==> src/rtl/alu_result_buffer.sv <==
// alu_result_buffer: show-ahead FIFO that holds ALU results (result, overflow
// flag, op code) between the ALU and its consumer. It also keeps overflow statistics.
//
// Ports:
//   clk, rst_n            clock; synchronous active-low reset
//   in_valid/in_ready     producer handshake; in_ready depends only on registered state
//   in_result/in_ov/in_sel  result word, overflow flag, op code (0 add, 1 sub, 2 mul, 3 div)
//   out_valid/out_ready   consumer handshake
//   out_result/out_ov/out_sel  head entry; all zero when the buffer is empty
//   clear_stats           zeroes ov_count/ov_sticky; wins over a same-cycle overflow
//   ov_count              saturating (255) count of accepted overflowed results
//   ov_sticky             set by any accepted overflowed result; held until cleared
//
// Build option: define ALU_RESULT_OV_DROP_EN to count overflowed results without
// storing them.

module alu_result_buffer #(
   parameter int unsigned DEPTH = 4
) (
   input  logic        clk,
   input  logic        rst_n,
   input  logic        in_valid,
   output logic        in_ready,
   input  logic [15:0] in_result,
   input  logic        in_ov,
   input  logic [1:0]  in_sel,
   output logic        out_valid,
   input  logic        out_ready,
   output logic [15:0] out_result,
   output logic        out_ov,
   output logic [1:0]  out_sel,
   input  logic        clear_stats,
   output logic [7:0]  ov_count,
   output logic        ov_sticky
);

   localparam int unsigned PW = $clog2(DEPTH);
   localparam int unsigned CW = PW + 1;
   localparam logic [CW-1:0] DepthC = CW'(DEPTH);

   logic [15:0]   mem_result [DEPTH];
   logic          mem_ov     [DEPTH];
   logic [1:0]    mem_sel    [DEPTH];

   logic [PW-1:0] wr_ptr_q, rd_ptr_q;
   logic [CW-1:0] count_q, count_d;
   logic [7:0]    ov_count_q;
   logic          ov_sticky_q;

   logic push, pop, store;

   assign in_ready  = (count_q < DepthC);
   assign out_valid = (count_q != '0);
   assign push      = in_valid && in_ready;
   assign pop       = out_valid && out_ready;

`ifdef ALU_RESULT_OV_DROP_EN
   // Overflowed results are accepted (and counted) but never enter storage.
   assign store = push && !in_ov;
`else
   assign store = push;
`endif

   always_comb begin
      count_d = count_q;
      unique case ({store, pop})
         2'b10:   count_d = count_q + CW'(1);
         2'b01:   count_d = count_q - CW'(1);
         default: count_d = count_q;
      endcase
   end

   // Storage is not reset; the empty-gating on the outputs hides stale entries.
   always_ff @(posedge clk) begin
      if (rst_n && store) begin
         mem_result[wr_ptr_q] <= in_result;
         mem_ov[wr_ptr_q]     <= in_ov;
         mem_sel[wr_ptr_q]    <= in_sel;
      end
   end

   always_ff @(posedge clk) begin
      if (!rst_n) begin
         wr_ptr_q    <= '0;
         rd_ptr_q    <= '0;
         count_q     <= '0;
         ov_count_q  <= '0;
         ov_sticky_q <= 1'b0;
      end else begin
         // DEPTH is a power of two, so pointers wrap naturally.
         if (store) wr_ptr_q <= wr_ptr_q + PW'(1);
         if (pop)   rd_ptr_q <= rd_ptr_q + PW'(1);
         count_q <= count_d;
         if (clear_stats) begin
            ov_count_q  <= '0;
            ov_sticky_q <= 1'b0;
         end else if (push && in_ov) begin
            ov_sticky_q <= 1'b1;
            if (ov_count_q != 8'hFF) ov_count_q <= ov_count_q + 8'd1;
         end
      end
   end

   assign out_result = out_valid ? mem_result[rd_ptr_q] : '0;
   assign out_ov     = out_valid ? mem_ov[rd_ptr_q]     : 1'b0;
   assign out_sel    = out_valid ? mem_sel[rd_ptr_q]    : '0;
   assign ov_count   = ov_count_q;
   assign ov_sticky  = ov_sticky_q;

endmodule

==> config.mk <==
export PLATFORM = sky130hd
export DESIGN_NAME = alu_result_buffer
export DESIGN_NICKNAME = d
export VERILOG_FILES = /design/src/rtl/alu_result_buffer.sv
export SDC_FILE = /design/constraint.sdc
export NUM_CORES = 1
export LEC_CHECK = 0
export BUFFER_PORTS_ARGS = -buffer_cell sky130_fd_sc_hd__clkbuf_2
export CAP_MARGIN = 20
export CORE_UTILIZATION = 51
export CTS_CLUSTER_DIAMETER = 80
export DETAILED_ROUTE_END_ITERATION = 12
export PLACE_DENSITY_LB_ADDON = 0.05
export SLEW_MARGIN = 20
export SYNTH_ARGS = -nofsm -noshare
export SYNTH_HDL_FRONTEND = slang
export SYNTH_SLANG_ARGS = --single-unit
==> constraint.sdc <==
create_clock -name clk -period 1.9 [get_ports clk]
set_input_delay 0.095 -clock clk [delete_from_list [all_inputs] [get_ports clk]]
set_output_delay 0.095 -clock clk [all_outputs]
set_load 0.005 [all_outputs]
Word-level counts from Yosys, hierarchy flattened
Memories as Yosys holds them, arrays and structs flattened. A register that Yosys moved wholly into a read port is not among the register bits.
Cells that the tools add are included.
- bits in registers: 16
- RAM bits: 76
- logic and storage cells: 38
- memories: 3
- memory list (name ; words ; bits a word ; read ports ; clocked after Yosys merged registers in ; wr ports ; line ; source):
    mem_result ; 4 ; 16 ; 1 ; 1 ; 1 ; 41 ; logic [15:0] mem_result [DEPTH];
    mem_sel ; 4 ; 2 ; 1 ; 1 ; 1 ; 43 ; logic [1:0] mem_sel [DEPTH];
    mem_ov ; 4 ; 1 ; 1 ; 1 ; 1 ; 42 ; logic mem_ov [DEPTH];
- add/sub/neg operators: 5
- magnitude comparators: 1
- equality and inequality tests: 3
- muxes and demuxes: 12
- bitwise gates (word level): 1
- reduce and logical (&&, ||, !) cells: 8
- operators with widths (kind ; count):
    2-to-1 mux 16 bit ; 1
    2-to-1 mux 2 bit ; 7
    adder 8 x 1 -> 8 bit (second input constant) ; 1
    inequality test 8 bit (second input constant) ; 1
    case mux 3 bit (2 select lines) ; 1
    adder 2 x 1 -> 2 bit (second input constant) ; 2
    logical AND 1 bit ; 4
    adder 3 x 1 -> 3 bit (second input constant) ; 1
    less-than comparator 3 bit (second input constant) ; 1
    2-to-1 mux 1 bit ; 3
    nonzero test 3 bit ; 1
    subtractor 3 x 1 -> 3 bit (second input constant) ; 1
    equality test 2 x 1 -> 1 bit (second input constant) ; 1
    equality test 2 bit (second input constant) ; 1
    AND reduction 2 bit ; 1
    nonzero test 2 bit ; 1
    OR reduction 2 bit ; 1
    NOT 1 bit ; 1

Depth between registers and ports, before layout
Gate-level depths: netlist of the first run.
- word-level depth: 5
- depth in mapped cells: 8
- mapped depth without buffers: 8

Worst setup path before layout of the first run
No wires, ideal clock.
- path kind: reg2reg
- from: register count_q[2]
- to: register count_q[2]
- arrival: 1863 ps
- data required time: 1824 ps
- setup slack: -39 ps
- cell stages (with the launch flop): 9
- clock period less this slack: 1939 ps
- cell sequence: dfxtp_1 > or3_4 > and2_4 > ha_1 > inv_1 > fa_1 > xor2_1 > or3_1 > a21boi_0
- word-level cells in the longest chain between the ends: 4
- elaborated cells between the ends (all ways): 10
- those cells by class: add/sub (2); order compare (1); eq/ne (2); mux (1); reduce/logical (4)
- ends and longest elaborated chain (item ; line ; source):
    start: declaration ; 46 ; logic [CW-1:0] count_q, count_d;
    start signal: assignment ; 93 ; count_q <= count_d;
    nonzero test 3 bit * ; 53 ; assign out_valid = (count_q != '0);
    logical AND 1 bit * ; 55 ; assign pop = out_valid && out_ready;
    named net pop ; 50 ; logic push, pop, store;
    equality test 2 x 1 -> 1 bit or equality test 2 bit (tied branches) ; 66 ; unique case ({store, pop})
    case mux 3 bit (2 select lines) or nonzero test 2 bit (tied branches) ; n/a ;
The timed path passes the listed nets; every way through them passes the cells marked *.
A chain may end at the register's enable or synchronous reset.

Worst setup path in the final report of the first run
Ends and elaborated chain as after synthesis.

==> results.tsv, run 1 <==
stage	metric	value	unit
logic_synthesis	largest family of logic cells by synthesized area	multiplexers	
cts	Sink Count	94	
logic_synthesis	top cells by instance count after synthesis	edfxtp_1 (76), and2_1 (23), dfxtp_1 (18), mux4_2 (10)	
cts	CTS tree	built	
critical_path	Critical Path AT	2.11	ns
timing	Final Hold Vio Count	0	
logic_synthesis	xor and xnor area share after synthesis	1.60	%
timing	Slew @ Worst Pin	0.365	ns
place	dpl hpwl	3.80	mm
timing	crit share post-route	96.4	%
timing	Final setup viols	0	
layout	layout cell share with drive strength beyond 1	30.9	%
cts	CTS HTree Levels	3	
critical_path	delay-heaviest family, CP	simple AND/OR/NAND/NOR gates	
place	Area after DPL	4250	um2
logic_synthesis	largest area contributor in the netlist	edfxtp_1	
routing	via count	2090	
grt	largest net degree at the start of global routing	22	
grt	vias in the first global route	2012	
logic_synthesis	Simple-Gate Fraction of Synth Area	9.99	%
logic_synthesis	sequential element share of the synthesized area	69.2	%
logic_synthesis	most frequent cell after synthesis	edfxtp_1	
critical_path	crit path kind	flip-flop to flip-flop	
timing	Final Skew	0.00496	ns
critical_path	Crit. End Element	flip-flop	
worst_hold_path	worst hold path type	input port to flip-flop	
logic_synthesis	flops & latches, synth	94	
run	max-capacitance violation count	0	
grt	initial antenna violation count	0	
logic_synthesis	synth unique cells	38	
logic_synthesis	Post-synth EDFFs	76	
critical_path	crit-path max FO	2	
layout	diodes inserted	0	
floorplanning	Die W	88.5	um
routing	DRT iter0 DRCs	85	
routing	routed wire length	6.30	mm
routing	WL/cell	15.4	um
critical_path	WP data required	2.18	ns
floorplanning	total die area	7840	um2
power	P_leak	1.67	nW
logic_synthesis	ys flop type	edfxtp_1	
layout	design area	4630	um2
power	Worst VDD drop	0.000812	V
routing	Vias per Instance	5.10	
logic_synthesis	Post-Synth Adder-Cell Area	2.49	%
logic_synthesis	Yosys top cell area share	59.7	%
grt	GRT Overall Usage	17.8	%
critical_path	worst stage delay on the critical path	0.38	ns
layout	# fillers	554	
logic_synthesis	YS warnings	0	
place	GP Congestion	0.788	
logic_synthesis	Mapped Cells	220	
cts	clk_lat worst skew	0.34	ns
timing	RSZ-0062 raised after global routing	yes	
cts	clock buffer depth	2	
floorplanning	initial core utilization	52.7	%
cts	Worst-path clk slew	0.08	ns
floorplanning	Rows	31	
grt	grt ovf	0	
critical_path	CP bufs+invs	1	
critical_path	crit-path cells	or3_4 > and2_4 > ha_4 > inv_1 > fa_1 > xor2_1 > or3_1 > a21boi_1	
critical_path	crit path launch type	flip-flop	
logic_synthesis	synthesized area	3820	um2
floorplanning	IO Count	54	
cts	Num CTS Buffers	9	
routing	# DRC	0	
logic_synthesis	mean post-synth cell area	17.4	um2
logic_synthesis	Synth async-reset ratio	0	%
floorplanning	total core area	7250	um2
timing	Final Slew Violations	0	
layout	Area growth syn-to-layout	21.3	%
timing	Max Freq	0.546	GHz
place	I/O Buffers	53	
layout	Final Net Count	337	
cts	Clock Root Buffer	clkbuf_8	
logic_synthesis	mux contribution to synthesized area	12.6	%
routing	Antenna Nets Post-Route	0	
timing	Slew headroom	75.6	%
status	status	complete, no violations	
logic_synthesis	post-synthesis net count	251	
logic_synthesis	Compound-Gate Fraction of Synth Area	1.97	%
timing	Final min period	1.83	ns
logic_synthesis	Area contributors post-synth	edfxtp_1 (60%), dfxtp_1 (9.4%), mux4_1 (6.2%), mux4_2 (5.9%), and2_1 (3.8%)	
critical_path	crit path max-delay cell type	or3_4	
grt	first-pass GRT wire length	9.89	mm
routing	drt pass-1 iters	4	
power	pwr dens	1130	nW/um2
power	Total Power	5.24	mW
floorplanning	Die Height	88.5	um
==> worst reg2reg max path, delay by kind of cell (launching register included) <==
kind	cells	cell delay (ns)
AO/OA/AOI/OAI	1	0.13
XOR/XNOR	1	0.07
adder cells (fa/ha/maj)	2	0.33
buffers and inverters	1	0.06
flip-flops	1	0.34
AND/OR/NAND/NOR	3	0.84
==> layout make-up <==
| type | instances | area [um2] | share of cell area [%] |
|---|---|---|---|
| Sequential cell | 94 | 2650 | 57.1 |
| Tap cell | 99 | 124 | 2.67 |
| Clock buffer | 12 | 135 | 2.92 |
| Inverter | 7 | 26.3 | 0.567 |
| Multi-Input combinational cell | 111 | 1110 | 23.9 |
| Timing Repair Buffer | 83 | 569 | 12.3 |
| Clock inverter | 4 | 23.8 | 0.513 |
==> layout by cell type, fill, tap and decap left out, types with 9 or more instances in the layout <==
| cell type | synthesis | layout |
|---|---|---|
| edfxtp_1 | 76 | 76 |
| clkbuf_2 | 0 | 53 |
| and2_1 | 23 | 23 |
| dlygate4sd3_1 | 0 | 18 |
| dfxtp_1 | 18 | 15 |
| mux4_2 | 10 | 10 |
| mux4_1 | 9 | 9 |
| nor2_1 | 9 | 9 |
| clkbuf_8 | 0 | 9 |
| buf_4 | 0 | 9 |
==> flip-flops by register name (all words and copies together) (netlist names), named ones only <==
register,count
ov_sticky,1
wr_ptr_q,2
mem_result,64
mem_ov,4
count_q,3
mem_sel,8
ov_count,8
rd_ptr_q,2
==> per-stage QoR <==
step | hold WS (ns) | cells | util, % | setup TNS [ns] | setup slack [ns]
final | 0.0458 | 410 | 63.9 | 0 | 0.0692
after global routing | 0.0404 | 410 | 63.9 | -0.0162 | -0.0162
after floorplan | 0.194 | 220 | - | 0 | 0.0176
after global placement | 0.316 | 375 | 58.6 | 0 | 0.0289
after CTS | 0.0383 | 409 | 63.3 | 0 | 0.0150
after detailed placement | 0.318 | 375 | 58.6 | -0.000841 | -0.000841
==> power breakdown <==
part	leakage (nW)	internal, mW	switching [mW]
registers	0.838	2.40	0.0744
logic	0.757	0.930	0.735
clock network	0.0740	0.471	0.629
==> worst paths after layout <==
kind	startpoint	end	slack (ns)	cells past startpoint
max	count_q[2]	count_q[2]	0.07	8
min	in_ov	mem_ov[2]	0.05	1
max reg2reg	count_q[2]	count_q[2]	0.07	8
min reg2reg	ov_sticky	ov_sticky	0.48	2
==> logic make-up after synthesis <==
family	count (synthesis)
flip-flops	94
AO/OA/AOI/OAI	11
XOR/XNOR	7
AND/OR/NAND/NOR	65
buffers and inverters	15
multiplexers	21
adder cells (fa/ha/maj)	7
==> timing repair <==
action	CTS	global route
pin swaps	0	2
hold endpoints to repair	72	0
hold buffers	18	0
resized for setup	2	6
buffers inserted	0	0
endpoints found under the setup margin	1	9
gates cloned	0	1
==> per-layer routing <==
metal,wire (um),vias to the layer above,track usage (%)
met4,88,0,9.24
met3,271,10,3.26
li1,-,1012,-
met5,0,-,0
met2,3240,50,31.0
met1,2710,1018,21.2
No activity file was read; power rests on OpenSTA's default activity.
==> run 2, diff against run 1 <==
--- a/config.mk
+++ b/config.mk
@@ -11,6 +11,7 @@
 export CTS_CLUSTER_DIAMETER = 80
 export DETAILED_ROUTE_END_ITERATION = 12
 export PLACE_DENSITY_LB_ADDON = 0.05
+export SETUP_SLACK_MARGIN = 0.3
 export SLEW_MARGIN = 20
 export SYNTH_ARGS = -nofsm -noshare
 export SYNTH_HDL_FRONTEND = slang
==> run 2 against run 1 <==
Cell count up 0.24%. Flip-flop and latch count unchanged. Hold slack about the same. Largest power group unchanged. Critical path type unchanged. Clock skew up 0.0047 ns.
==> results.tsv, run 2 (synthesized netlist as in run 1, its figures left out) <==
stage	metric	value	unit
status	status	complete, no violations	
floorplanning	total die area	7840	um2
cts	clock buffer depth	2	
layout	Most flops, register	mem_result	
floorplanning	Die Height	88.5	um
layout	most frequent cells in the layout	edfxtp_1 (76), clkbuf_2 (51), mux4_2 (19)	
layout	commonest non-fill, non-tap cell in the layout	edfxtp_1	
place	Area after DPL	4240	um2
timing	Final min period	1.80	ns
critical_path	Critical Path AT	2.08	ns
worst_hold_path	worst hold path type	input port to flip-flop	
run	max-capacitance violation count	0	
cts	Worst-path clk slew	0.09	ns
cts	CTS HTree Levels	3	
layout	design area	4720	um2
timing	Final Slew Violations	0	
routing	DRT iter0 DRCs	154	
critical_path	crit-path cells	or3_4 > and2_4 > ha_4 > inv_2 > fa_2 > xor2_1 > or3_1 > a21boi_1	
critical_path	worst stage delay on the critical path	0.38	ns
critical_path	Worst Setup SP	count_q[1]	
critical_path	crit path launch type	flip-flop	
timing	RSZ-0062 raised after global routing	yes	
cts	Clock Root Buffer	clkbuf_8	
grt	GRT Overall Usage	18.5	%
layout	Area growth syn-to-layout	23.6	%
power	Worst VDD drop	0.000965	V
critical_path	crit path max-delay cell type	or3_4	
power	pwr dens	1220	nW/um2
critical_path	crit-path max FO	2	
place	GP Congestion	0.838	
layout	max FFs per register	64	
floorplanning	IO Count	54	
critical_path	Crit. End Element	flip-flop	
place	dpl hpwl	3.94	mm
layout	multi-input logic area	1130	um2
cts	clk_lat worst skew	0.34	ns
routing	WL/cell	16.2	um
floorplanning	Die W	88.5	um
layout	layout cell share with drive strength beyond 1	41.3	%
routing	Vias per Instance	5.14	
critical_path	WP data required	2.18	ns
timing	Slew headroom	75.5	%
power	Total Power	5.76	mW
routing	routed wire length	6.65	mm
grt	largest net degree at the start of global routing	22	
timing	Final Skew	0.00962	ns
layout	Final Net Count	338	
grt	initial antenna violation count	0	
timing	worst hold slack	0.0457	ns
grt	vias in the first global route	2064	
critical_path	RR Endpoint	count_q[2]	
timing	Setup TNS	0	ns
floorplanning	total core area	7250	um2
place	I/O Buffers	53	
routing	drt pass-1 iters	5	
routing	via count	2112	
critical_path	crit path kind	flip-flop to flip-flop	
critical_path	Critical Path End	count_q[2]	
routing	Antenna Nets Post-Route	0	
routing	# DRC	0	
critical_path	reg2reg start	count_q[1]	
layout	Core Util, Final	65.1	%
cts	Sink Count	94	
timing	crit share post-route	94.7	%
power	P_leak	1.70	nW
critical_path	Worst Reg-to-Reg Cells	8	
critical_path	reg2reg setup slack	0.10	ns
floorplanning	initial core utilization	52.7	%
timing	Max Freq	0.556	GHz
layout	diodes inserted	0	
layout	# fillers	570	
timing	Final setup viols	0	
layout	register area	2650	um2
cts	CTS tree	built	
timing	Slew @ Worst Pin	0.368	ns
cts	Num CTS Buffers	9	
floorplanning	Rows	31	
timing	Final Hold Vio Count	0	
grt	first-pass GRT wire length	10.4	mm
grt	grt ovf	0	
==> run 2: cell types whose count changed in the layout (fill, tap and decap cells not counted), moves of 3 or more <==
cell,before,now
clkbuf_1,3,0
mux4_2,10,19
mux4_1,9,0
and2_4,1,18
and2_1,23,6
==> run 2: worst max-delay path: cells and delay by family, from the launching register on <==
family	cells	cell delay (ns)
xor gates and xnor gates	1	0.06
buffers and inverters	1	0.04
AOI/OAI and AO/OA	1	0.13
and+or+nand+nor	3	0.84
adders and majority gates	2	0.33
DFF	1	0.33
==> run 2: power breakdown <==
part | internal [mW] | switching, mW | leakage (nW) | total (mW)
Clock | 0.614 | 0.683 | 0.0976 | 1.30
Sequential | 2.41 | 0.0910 | 0.838 | 2.50
Combinational | 1.17 | 0.785 | 0.767 | 1.96
==> run 2: worst min-delay path by stage <==
stage / from / end / slack [ns] / cells after the start
after global placement: in_result[12] / mem_result[2][12] / 0.32 / 1
after floorplan: in_ov / mem_ov[0] / 0.19 / 0
final: in_ov / mem_ov[3] / 0.05 / 1
after global routing: in_ov / mem_ov[3] / 0.05 / 1
after CTS: in_ov / mem_ov[3] / 0.04 / 1
after detailed placement: in_result[1] / mem_result[3][1] / 0.32 / 1
==> run 2: stage by stage <==
stage / setup slack (ns) / cells
4_1_cts: 0.0824 / 411
3_3_place_gp: 0.109 / 372
5_1_grt: 0.0337 / 411
3_5_place_dp: 0.0807 / 372
2_1_floorplan: 0.137 / 220
6_report: 0.100 / 411
==> run 2: routing by layer <==
metal	share of wire [%]	track usage, %
met4	0.71	7.48
met1	46	24.7
met2	50	30.1
met3	3.4	3.73
met5	0	0
==> run 2: layout make-up <==
cell class | count | share of cell area (%)
clock buffer | 9 | 2.62
clock inverter | 7 | 1.54
inverter | 7 | 0.557
multi-input combinational | 111 | 23.9
sequential | 94 | 56.2
tap | 99 | 2.62
timing repair buffer | 84 | 12.5
==> run 2: timing repair <==
action / 4_1_cts / 5_1_grt
hold buffers: 18 / 0
buffers inserted: 4 / 0
pin swaps: 1 / 2
gates resized for setup: 23 / 14
endpoints found under the hold margin: 72 / 0
setup endpoints to repair: 21 / 22
cloned: 1 / 0
